===== config.mk =====
export PLATFORM = sky130hd
export DESIGN_NAME = imm_gen_pipe
export DESIGN_NICKNAME = d
export VERILOG_FILES = /design/src/rtl/imm_gen_pipe.sv
export SDC_FILE = /design/constraint.sdc
export NUM_CORES = 1
export LEC_CHECK = 0
export ABC_AREA = 1
export BUFFER_PORTS_ARGS = -buffer_cell sky130_fd_sc_hd__buf_2
export CORE_MARGIN = 3
export CORE_UTILIZATION = 49
export CTS_BUF_LIST = sky130_fd_sc_hd__clkbuf_8 sky130_fd_sc_hd__clkbuf_16
export CTS_CLUSTER_DIAMETER = 150
export CTS_CLUSTER_SIZE = 30
export DETAILED_ROUTE_END_ITERATION = 10
export PLACE_DENSITY = 0.72
export SLEW_MARGIN = 20
export SYNTH_ARGS = -nofsm -noshare
export SYNTH_HDL_FRONTEND = slang
export SYNTH_SLANG_ARGS = --single-unit

===== constraint.sdc =====
create_clock -name clk -period 1.8 [get_ports clk]
set_input_delay 0.27 -clock clk [delete_from_list [all_inputs] [get_ports clk]]
set_output_delay 0.27 -clock clk [all_outputs]
set_load 0.03 [all_outputs]

===== src/rtl/imm_gen_pipe.sv =====
// imm_gen_pipe: pipelined RV32/RV64 immediate generator.
// The decode is combinational into a one-entry output register (O) backed by
// one skid entry (S). The skid lets in_ready come straight off a flop while
// still sustaining one instruction per cycle. A saturating counter tracks
// accepted illegal opcodes for debug.
module imm_gen_pipe #(
   parameter int XLEN  = 32,
   parameter int CNT_W = 8
) (
   input  logic             clk,
   input  logic             rst_n,
   input  logic             in_valid,
   output logic             in_ready,
   input  logic [31:0]      instr,
   output logic             out_valid,
   input  logic             out_ready,
   output logic [XLEN-1:0]  imm,
   output logic [2:0]       imm_fmt,
   output logic             illegal,
   input  logic             cnt_clr,
   output logic [CNT_W-1:0] illegal_cnt
);

   typedef enum logic [2:0] {
      FMT_R   = 3'd0,
      FMT_I   = 3'd1,
      FMT_S   = 3'd2,
      FMT_B   = 3'd3,
      FMT_U   = 3'd4,
      FMT_J   = 3'd5,
      FMT_ILL = 3'd7
   } fmt_e;

   typedef struct packed {
      logic [XLEN-1:0] imm;
      logic [2:0]      fmt;
      logic            ill;
   } res_t;

   res_t              dec;
   res_t              o_q;
   res_t              s_q;
   logic              o_vld;
   logic              s_empty;
   logic              accept;
   logic signed [31:0] imm32;

   // S empty is kept as its own flop so that in_ready is a plain register output
   assign in_ready = s_empty;
   assign accept   = in_valid && s_empty;

   // Decode the immediate at 32 bits. The signed cast then widens it to XLEN,
   // so instr[31] is the sign bit for every format.
   always_comb begin
      imm32   = '0;
      dec     = '0;
      dec.fmt = FMT_ILL;
      dec.ill = 1'b1;
      case (instr[6:0])
         7'b0000011, 7'b0010011, 7'b1100111, 7'b1110011: begin
            imm32   = {{20{instr[31]}}, instr[31:20]};
            dec.fmt = FMT_I;
            dec.ill = 1'b0;
         end
         7'b0100011: begin
            imm32   = {{20{instr[31]}}, instr[31:25], instr[11:7]};
            dec.fmt = FMT_S;
            dec.ill = 1'b0;
         end
         7'b1100011: begin
            imm32   = {{19{instr[31]}}, instr[31], instr[7], instr[30:25], instr[11:8], 1'b0};
            dec.fmt = FMT_B;
            dec.ill = 1'b0;
         end
         7'b0110111, 7'b0010111: begin
            imm32   = {instr[31:12], 12'b0};
            dec.fmt = FMT_U;
            dec.ill = 1'b0;
         end
         7'b1101111: begin
            imm32   = {{11{instr[31]}}, instr[31], instr[19:12], instr[20], instr[30:21], 1'b0};
            dec.fmt = FMT_J;
            dec.ill = 1'b0;
         end
         7'b0110011: begin
            dec.fmt = FMT_R;
            dec.ill = 1'b0;
         end
         default: ;
      endcase
      dec.imm = XLEN'(imm32);
   end

   // Output register plus skid entry. S only fills when O is stalled, and it
   // drains into O before anything new is accepted, so order is preserved.
   always_ff @(posedge clk or negedge rst_n) begin
      if (!rst_n) begin
         o_vld   <= 1'b0;
         s_empty <= 1'b1;
         o_q     <= '0;
         s_q     <= '0;
      end else if (!s_empty) begin
         if (out_ready) begin
            o_q     <= s_q;
            s_empty <= 1'b1;
         end
      end else if (accept) begin
         if (!o_vld || out_ready) begin
            o_q   <= dec;
            o_vld <= 1'b1;
         end else begin
            s_q     <= dec;
            s_empty <= 1'b0;
         end
      end else if (out_ready) begin
         o_vld <= 1'b0;
      end
   end

   // Saturating illegal-opcode counter. A clear beats a simultaneous increment.
   always_ff @(posedge clk or negedge rst_n) begin
      if (!rst_n) begin
         illegal_cnt <= '0;
      end else if (cnt_clr) begin
         illegal_cnt <= '0;
      end else if (accept && dec.ill && (illegal_cnt != '1)) begin
         illegal_cnt <= illegal_cnt + CNT_W'(1);
      end
   end

   assign out_valid = o_vld;
   assign imm       = o_q.imm;
   assign imm_fmt   = o_q.fmt;
   assign illegal   = o_q.ill;

endmodule

### Word level (Yosys, flattened, before mapping)

Cells that the tools add are included.

* register bits: 82
* bits of input ports: 37
* word-level logic and storage cells: 53

* $add $sub $neg: 1
* equality and inequality tests: 14
* multiplexer cells: 15
* bitwise operators: 1
* reduce and logical (&&, ||, !) cells: 13

Operator list (count)
* 32-bit one-hot mux with 5 select lines: 1
* 36-bit two-way mux: 4
* 7-bit equality test, second input constant: 4
* 4-bit one-hot mux with 6 select lines: 1
* 7-bit by 6-bit equality test with 1-bit output, second input constant: 3
* 8-bit two-way mux: 2
* 7-bit by 5-bit equality test with 1-bit output, second input constant: 2
* 3-bit AND reduction: 3
* 8-bit by 1-bit adder with 8-bit output, second input constant: 1
* 8-bit inequality test, second input constant: 1
* 7-bit by 2-bit equality test with 1-bit output, second input constant: 1
* 1-bit two-way mux: 7
* 2-bit by 1-bit inequality test with 1-bit output, second input constant: 3
* 2-bit nonzero test: 3
* 4-bit OR reduction: 1
* 1-bit logical AND: 3
* 2-bit OR reduction: 1
* 1-bit zero test: 1
* 1-bit logical OR: 1
* 1-bit NOT: 1

### Logic depth before layout (Yosys ltp)

Gate-level depths: netlist of the first run.

* depth after elaboration: 7
* depth in mapped cells: 11
* gate-level depth less buffers: 11

### Worst setup path before layout of the first run

Ideal clock, no wire load.

* path type: reg-to-reg
* start: reg s_empty, in the netlist in_ready
* end: reg s_q[8] (netlist name)
* arrival time: 1.579 ns
* required time: 1.669 ns
* setup slack: 0.090 ns
* stages on the path, launching flop included: 7
* path buffers: 3
* period minus slack after synthesis: 1.710 ns
* path through: dfstp_2 -> buf_2 -> nand2_1 -> nor2_2 -> buf_2 -> buf_2 -> a31oi_1

* word-level cells in the longest chain between the ends: 2

RTL lines
* start, declared: line 44 `logic s_empty;`
* start signal, assigned: line 99 `s_empty <= 1'b1;`
* start signal, assigned: line 105 `s_empty <= 1'b1;`
* start signal, assigned: line 113 `s_empty <= 1'b0;`
* 1-bit logical AND: line 50 `assign accept = in_valid && s_empty;`
* 3-bit AND reduction (no line) (*)
* end signal, assigned: line 101 `s_q <= '0;`
* end signal, assigned: line 112 `s_q <= dec;`
* end, declared: line 42 `res_t s_q;`

Every way passes the cells marked *; elsewhere a longest branch is shown, timed or not.
A chain may end at the register's enable or synchronous reset.

### Worst setup path after layout of the first run

* start: reg illegal_cnt[0]
* end: reg illegal_cnt[3]

* word-level cells in the longest chain between the ends: 3
* elaborated cells on any way between the ends: 6

RTL lines
* start, declared: line 21 `output logic [CNT_W-1:0] illegal_cnt`
* start signal, assigned: line 127 `illegal_cnt <= illegal_cnt + CNT_W'(1);`
* 8-bit by 1-bit adder with 8-bit output / 8-bit inequality test (equally long branches): line 127, 126
* 8-bit two-way mux / 1-bit logical AND (equally long branches): line 126 `end else if (accept && dec.ill && (illegal_cnt != '1)) begin`
* 8-bit two-way mux / 2-bit nonzero test (equally long branches)

Parallel ways exist; a longest one is shown, timed or not. The select of a mux whose other input is x is not followed.

==> results of run 1 <==
==> state kept, by name (all words and copies together) (netlist names) <==
register,cells
imm_fmt,3
illegal,1
imm,32
illegal_cnt,8
s_q,36
out_valid,1
in_ready,1
==> final cells by class <==
| type | count | share of cell area, % |
|---|---|---|
| tap | 105 | 2.574 |
| clock inverter | 6 | 2.549 |
| timing repair buffer | 93 | 10.74 |
| inverter | 54 | 3.971 |
| clock buffer | 9 | 2.426 |
| sequential | 82 | 40.22 |
| multi-input combinational | 394 | 37.52 |
==> worst max-delay path by stage <==
stage	start	endpoint	slack, ns	cells after the start
2_1_floorplan	in_ready	s_q[8]	0.09	6
3_3_place_gp	illegal_cnt[0]	illegal_cnt[0]	0.08	8
3_5_place_dp	illegal_cnt[0]	illegal_cnt[3]	0.06	8
4_1_cts	illegal_cnt[0]	illegal_cnt[3]	0.04	8
5_1_grt	illegal_cnt[0]	illegal_cnt[3]	0.01	8
6_report	illegal_cnt[0]	illegal_cnt[3]	0.16	8
==> metal layers <==
metal | wire, um | GRT usage (%)
met5 | 0 | 0
met4 | 99 | 5.357
met3 | 677 | 4.348
met2 | 4743 | 34.50
met1 | 4841 | 30.71
==> cell families after synthesis <==
group           Yosys count  share of synthesized area [%]
buf+inv                  81                          7.762
flops                    82                          47.88
xor+xnor                  3                         0.6129
fa+ha+maj                 1                         0.2918
simple gates            289                          29.36
compound gates          101                          14.09
==> cells in the final DEF (no fill, tap or decap), types with 5 or more instances in the layout <==
cell type / synthesis / routed
inv_1: 47 / 47
nand2_2: 9 / 9
o21ai_0: 24 / 24
clkbuf_8: 0 / 9
buf_4: 1 / 7
inv_2: 6 / 6
a21oi_1: 40 / 39
buf_2: 8 / 81
o21ai_1: 14 / 14
o31ai_1: 5 / 5
dfrtp_1: 81 / 81
a31oi_1: 7 / 7
nand3_1: 41 / 41
nor2_4: 4 / 5
nand2_1: 160 / 160
nor2_1: 63 / 63
a31oi_2: 10 / 10
==> what timing repair did <==
item                       CTS  global route
hold endpoints to repair    16             0
gates resized for setup      0             2
setup endpoints to repair    0             8
hold buffers                 1             0
==> power by group through the flow <==
stage	combinational (mW)	sequential (mW)	clock [mW]
final	1.93	2.53	1.71
after global routing	2.11	2.59	1.82
after CTS	1.95	2.54	1.73
after detailed placement	1.94	2.57	0
after global placement	1.91	2.55	0
after floorplan	0.793	3.08	0
==> through the flow <==
step                      setup WS (ns)  area [sq um]  util, %
final                            0.1636          5105    61.21
after floorplan                 0.08968          4288        -
after global routing            0.01159          5105    61.21
after CTS                       0.03922          5096    61.10
after global placement          0.07645          4832    57.94
after detailed placement        0.05785          4832    57.94
==> worst register-to-register path: stages (launching register included) <==
cell,delay [ns]
dfrtp_1,0.42
ha_1,0.23
nand2_1,0.11
nor3_2,0.07
a21oi_2,0.24
nand3_4,0.22
nand2_4,0.16
nand2_1,0.07
nand2_1,0.06
==> impl_metrics.ini, run 1 <==
[run_status]
outcome = complete, no violations

[clocking]
cts_made_buffers = 9
clock_latency_ns = 0.34
htreeDepth = 3
cts_setup_buffers = 0
clkTransAtPathRegs_ns = 0.08
cts_tree = built
clock_sinks = 82
clockRootBuffer = clkbuf_8
max-clock-path-buffers = 2

[placed_design]
dp_hpwl_um = 7157
placed_cells = 727
routabilityCongestion = 0.8072
portBuffers = 82

[cells_and_area]
fillers = 743
final_cells = 743
n_antenna_cell = 0
areaGrowthSynthToFinish_pct = 19.05
multi_input_area_sq_um = 1916
ff_latch_area_sq_um = 2053
drive_gt1_share_pct = 23.04
final_net_count = 672

[routing]
num_vias = 3834
drtIter0Drc = 254
ant_nets = 0
firstDrtPassIters = 5
drc = 0
viasPerCell = 5.160
wl_per_cell_um = 13.94
wl_um = 10360

[timing]
fin_hold_ws_ns = 0.1699
relSlewSlack_pct = 69.13
fin_worst_skew_ns = 0.008626
setup_tns_ns = 0
final.period_utilization_pct = 90.91
fmax_mhz = 611.1
grt_setup_unrepaired = false
fin_crit_ns = 1.636
worstMarginPinSlew_ns = 0.4625
slew_violations = 0
hold_viol = 0
setup_viol = 0

[logic_synthesis]
ys_top_cells_by_area = dfrtp_1, nand2_1, nor2_1
synth_edf_count = 0
synth_cell_types = 34
synth_seq_area_share_pct = 47.88
ys_top_cells_by_count = nand2_1, dfrtp_1, nor2_1
synthArstFlopShare_pct = 100.0
avgSynthCellArea_sq_um = 7.698
synth_top_area_cell = dfrtp_1
synth_fp_nets = 595
synthCells = 557
yosys_warnings = 0
syn-cell-area_sq_um = 4288
yosysTopAreaCellShare_pct = 47.27
synth-main-ff-cell = dfrtp_1
ys_ff_latch = 82
yosysMostFrequentCell = nand2_1

[grt]
antenna_found_initial = 0
overflow = 0
grt_pass1_wl_um = 17510
grt_start_max_net_pins = 66
track_usage_pct = 21.72
grt_pass1_vias = 3687

[worst_setup_path]
cp_data_required_time_ns = 2.08
worstRegToRegCells = 8
endpoint_kind = flop
crit_path_max_incr_delay_ns = 0.42
crit_arrival_ns = 1.92
r2r_setup_slack_ns = 0.16
cp_common_cell = nand2_1
rr_startpoint = illegal_cnt[0]
criticalPathCategory = reg2reg
path_delay_family = simple AND/OR/NAND/NOR gates
slowest_stage = dfrtp_1
critical_path_buf_inv_count = 0
worstSetupStartpointType = flop
r2r_end = illegal_cnt[3]
critPathMaxFanout = 10
crit_chain = ha_1 > nand2_1 > nor3_2 > a21oi_2 > nand3_4 > nand2_4 > nand2_1 > nand2_1

[floorplan]
coreArea_sq_um = 8341
die_w_um = 99.55
dieArea_sq_um = 9909
design.portCount = 83
core.rowCount = 33
start_util_pct = 51.41
fp.dieH_um = 99.55

[min_path]
hp-class = in2reg
whs_path_depth = 3
min_to = in_ready
hold_start = out_ready

[power]
pwr-share-comb_pct = 31.3
clock_power_share_pct = 27.7
vdd_drop_max_v = 0.0005991
netSwitchingFraction_pct = 36.31
finalPower_mw = 6.176
p_int_mw = 3.934
power.density_nw_per_um2 = 1210
seqPwrFrac_pct = 41.0
p_switching_mw = 2.243
p_leak_nw = 2.720

[flow_run]
max_cap_violations = 0
(Power assumes the default switching activity.)
==> run 2, diff against run 1 <==
- ABC_AREA: 1 -> not set
- PLACE_DENSITY: 0.72 -> 0.73
==> impl_metrics.ini, run 2 <==
[floorplan]
fp.dieH_um = 96.55
start_util_pct = 51.20
die_w_um = 96.55
dieArea_sq_um = 9322
coreArea_sq_um = 7848
core.rowCount = 32
design.portCount = 83

[logic_synthesis]
ys_top_cells_by_area = dfrtp_1, nor2_1, nand2_1
avgSynthCellArea_sq_um = 9.236
synthArstFlopShare_pct = 100.0
synth_fp_nets = 473
synth_cell_types = 51
yosys_warnings = 0
synth-main-ff-cell = dfrtp_1
synth_top_area_cell = dfrtp_1
yosysTopAreaCellShare_pct = 50.45
synth_edf_count = 0
yosysMostFrequentCell = dfrtp_1
synth_seq_area_share_pct = 51.11
synthCells = 435
ys_top_cells_by_count = dfrtp_1, nor2_1, nand2_1
ys_ff_latch = 82
syn-cell-area_sq_um = 4018

[worst_setup_path]
crit_arrival_ns = 1.98
critical_path_buf_inv_count = 0
slowest_stage = dfstp_2
critPathMaxFanout = 9
rr_startpoint = in_ready
endpoint_kind = flop
path_delay_family = flip-flops
crit_chain = nor2b_1 > o22ai_2 > nor2_1 > a31oi_1
worstSetupStartpointType = flop
criticalPathCategory = reg2reg
crit_path_max_incr_delay_ns = 0.66
cp_data_required_time_ns = 2.01
cp-startpoint = in_ready

[cells_and_area]
max_flop_register = s_q
utilization_pct = 64.11
final_net_count = 579
areaGrowthSynthToFinish_pct = 25.23
drive_gt1_share_pct = 30.59
n_antenna_cell = 0
mostFrequentLayoutCells = buf_2, dfrtp_1, nor2_1, nand2_1, buf_4
final_common_cell = buf_2
largest_reg_flops = 36
fillers = 692

[timing]
hold_viol = 0
slew_violations = 0
worstMarginPinSlew_ns = 0.5642
fmax_mhz = 566.6
fin_crit_ns = 1.765
final.period_utilization_pct = 98.05
relSlewSlack_pct = 62.04
fin_hold_ws_ns = 0.1753
fin_worst_skew_ns = 0.01055
setup_viol = 0
fin_ws_ns = 0.03506
grt_setup_unrepaired = true

[flow_run]
max_cap_violations = 0

[min_path]
hp-class = in2reg
hold_start = instr[13]

[routing]
wl_um = 10270
firstDrtPassIters = 5
wl_met3_um = 600
wl_met2_um = 5032
wl_per_cell_um = 15.84
ant_nets = 0
wl_met1_um = 4490
drc = 0
num_vias = 3631
drtIter0Drc = 235
viasPerCell = 5.603
highest_layer = met4

[grt]
grt_start_max_net_pins = 26
grt_pass1_vias = 3581
grt_pass1_wl_um = 16840
antenna_found_initial = 0
overflow = 0
track_usage_pct = 23.37

[clocking]
max-clock-path-buffers = 2
clockRootBuffer = clkbuf_8
clock_latency_ns = 0.35
clkTransAtPathRegs_ns = 0.09
htreeDepth = 3
cts_made_buffers = 9
clock_sinks = 82
cts_tree = built

[placed_design]
portBuffers = 82
dp_slack_ns = -0.04488
dp_hpwl_um = 7687
routabilityCongestion = 0.8710

[power]
power.density_nw_per_um2 = 1080
vdd_drop_max_v = 0.0005777
p_leak_nw = 2.209

[run_status]
outcome = complete, no violations
run 2: cell types whose count changed in the layout (fill, tap and decap cells not counted), moves of 14 or more:
| cell | previous run | this run |
|---|---|---|
| a211oi_1 | 0 | 24 |
| inv_1 | 47 | 7 |
| nand3_1 | 41 | 16 |
| a21oi_1 | 39 | 22 |
| nand2_1 | 160 | 55 |
| o21ai_1 | 14 | 0 |
| nor3_1 | 1 | 22 |
| buf_4 | 7 | 42 |
| o211ai_1 | 1 | 15 |
run 2: metal layers:
metal	GRT usage (%)	vias up
met5	0	-
met4	6.425	0
met3	4.725	16
met2	38.56	123
met1	31.40	1735
li1	-	1757
run 2: repair_timing:
item,CTS,global route
cloned,0,0
hold buffers,1,0
pin swaps,0,1
setup buffers,0,2
endpoints found under the setup margin,5,34
endpoints found under the hold margin,21,0
resized for setup,4,3
run 2: per-stage QoR:
| stage | total power, mW | std cells | area [sq um] | setup TNS [ns] |
|---|---|---|---|---|
| 2_1_floorplan | 3.581 | 435 | 4029 | -0.06885 |
| 3_3_place_gp | 4.144 | 629 | 4773 | 0 |
| 3_5_place_dp | 4.193 | 629 | 4773 | -0.1172 |
| 4_1_cts | 5.455 | 646 | 4994 | 0 |
| 5_1_grt | 5.767 | 648 | 5031 | -0.01243 |
| 6_report | 5.436 | 648 | 5031 | 0 |
run 2: report_power, final:
part	internal (mW)	switching [mW]
Combinational	0.594	1.08
Sequential	2.26	0.232
Clock	0.585	0.680
Total	3.44	2.00
run 2: layout make-up:
type                       instances  area [sq um]  area share (%)
tap                              102         127.6           2.537
timing repair buffer             128         805.8           16.02
clock inverter                     5         37.54          0.7461
sequential                        82          2056           40.86
inverter                           6         22.52          0.4476
multi-input combinational        314          1831           36.38
clock buffer                      11         151.4           3.009
run 2: worst paths after layout:
check                           slack, ns  depth (start not counted)    endpoint
worst max-delay path                 0.04                          4      imm[1]
worst min-delay path                 0.18                          3     s_q[17]
worst max register to register       0.04                          4      imm[1]
worst min register to register       0.48                          1  imm_fmt[0]
max in group asynchronous            0.87                          3     s_q[19]
min in group asynchronous            0.35                          2     imm[11]
run 2: kinds of logic after synthesis:
family / count (synthesis) / share of synthesized area [%]
AOI/OAI and AO/OA: 111 / 18.94
xor gates and xnor gates: 1 / 0.2180
adders and majority gates: 1 / 0.3114
buffers and inverters: 39 / 4.422
DFF: 82 / 51.11
muxes: 10 / 2.741
and+or+nand+nor: 191 / 22.27
run 2: worst register-to-register path, stage by stage (launching register included):
cell	delay, ns
dfstp_2	0.66
nor2b_1	0.28
o22ai_2	0.18
nor2_1	0.36
a31oi_1	0.16
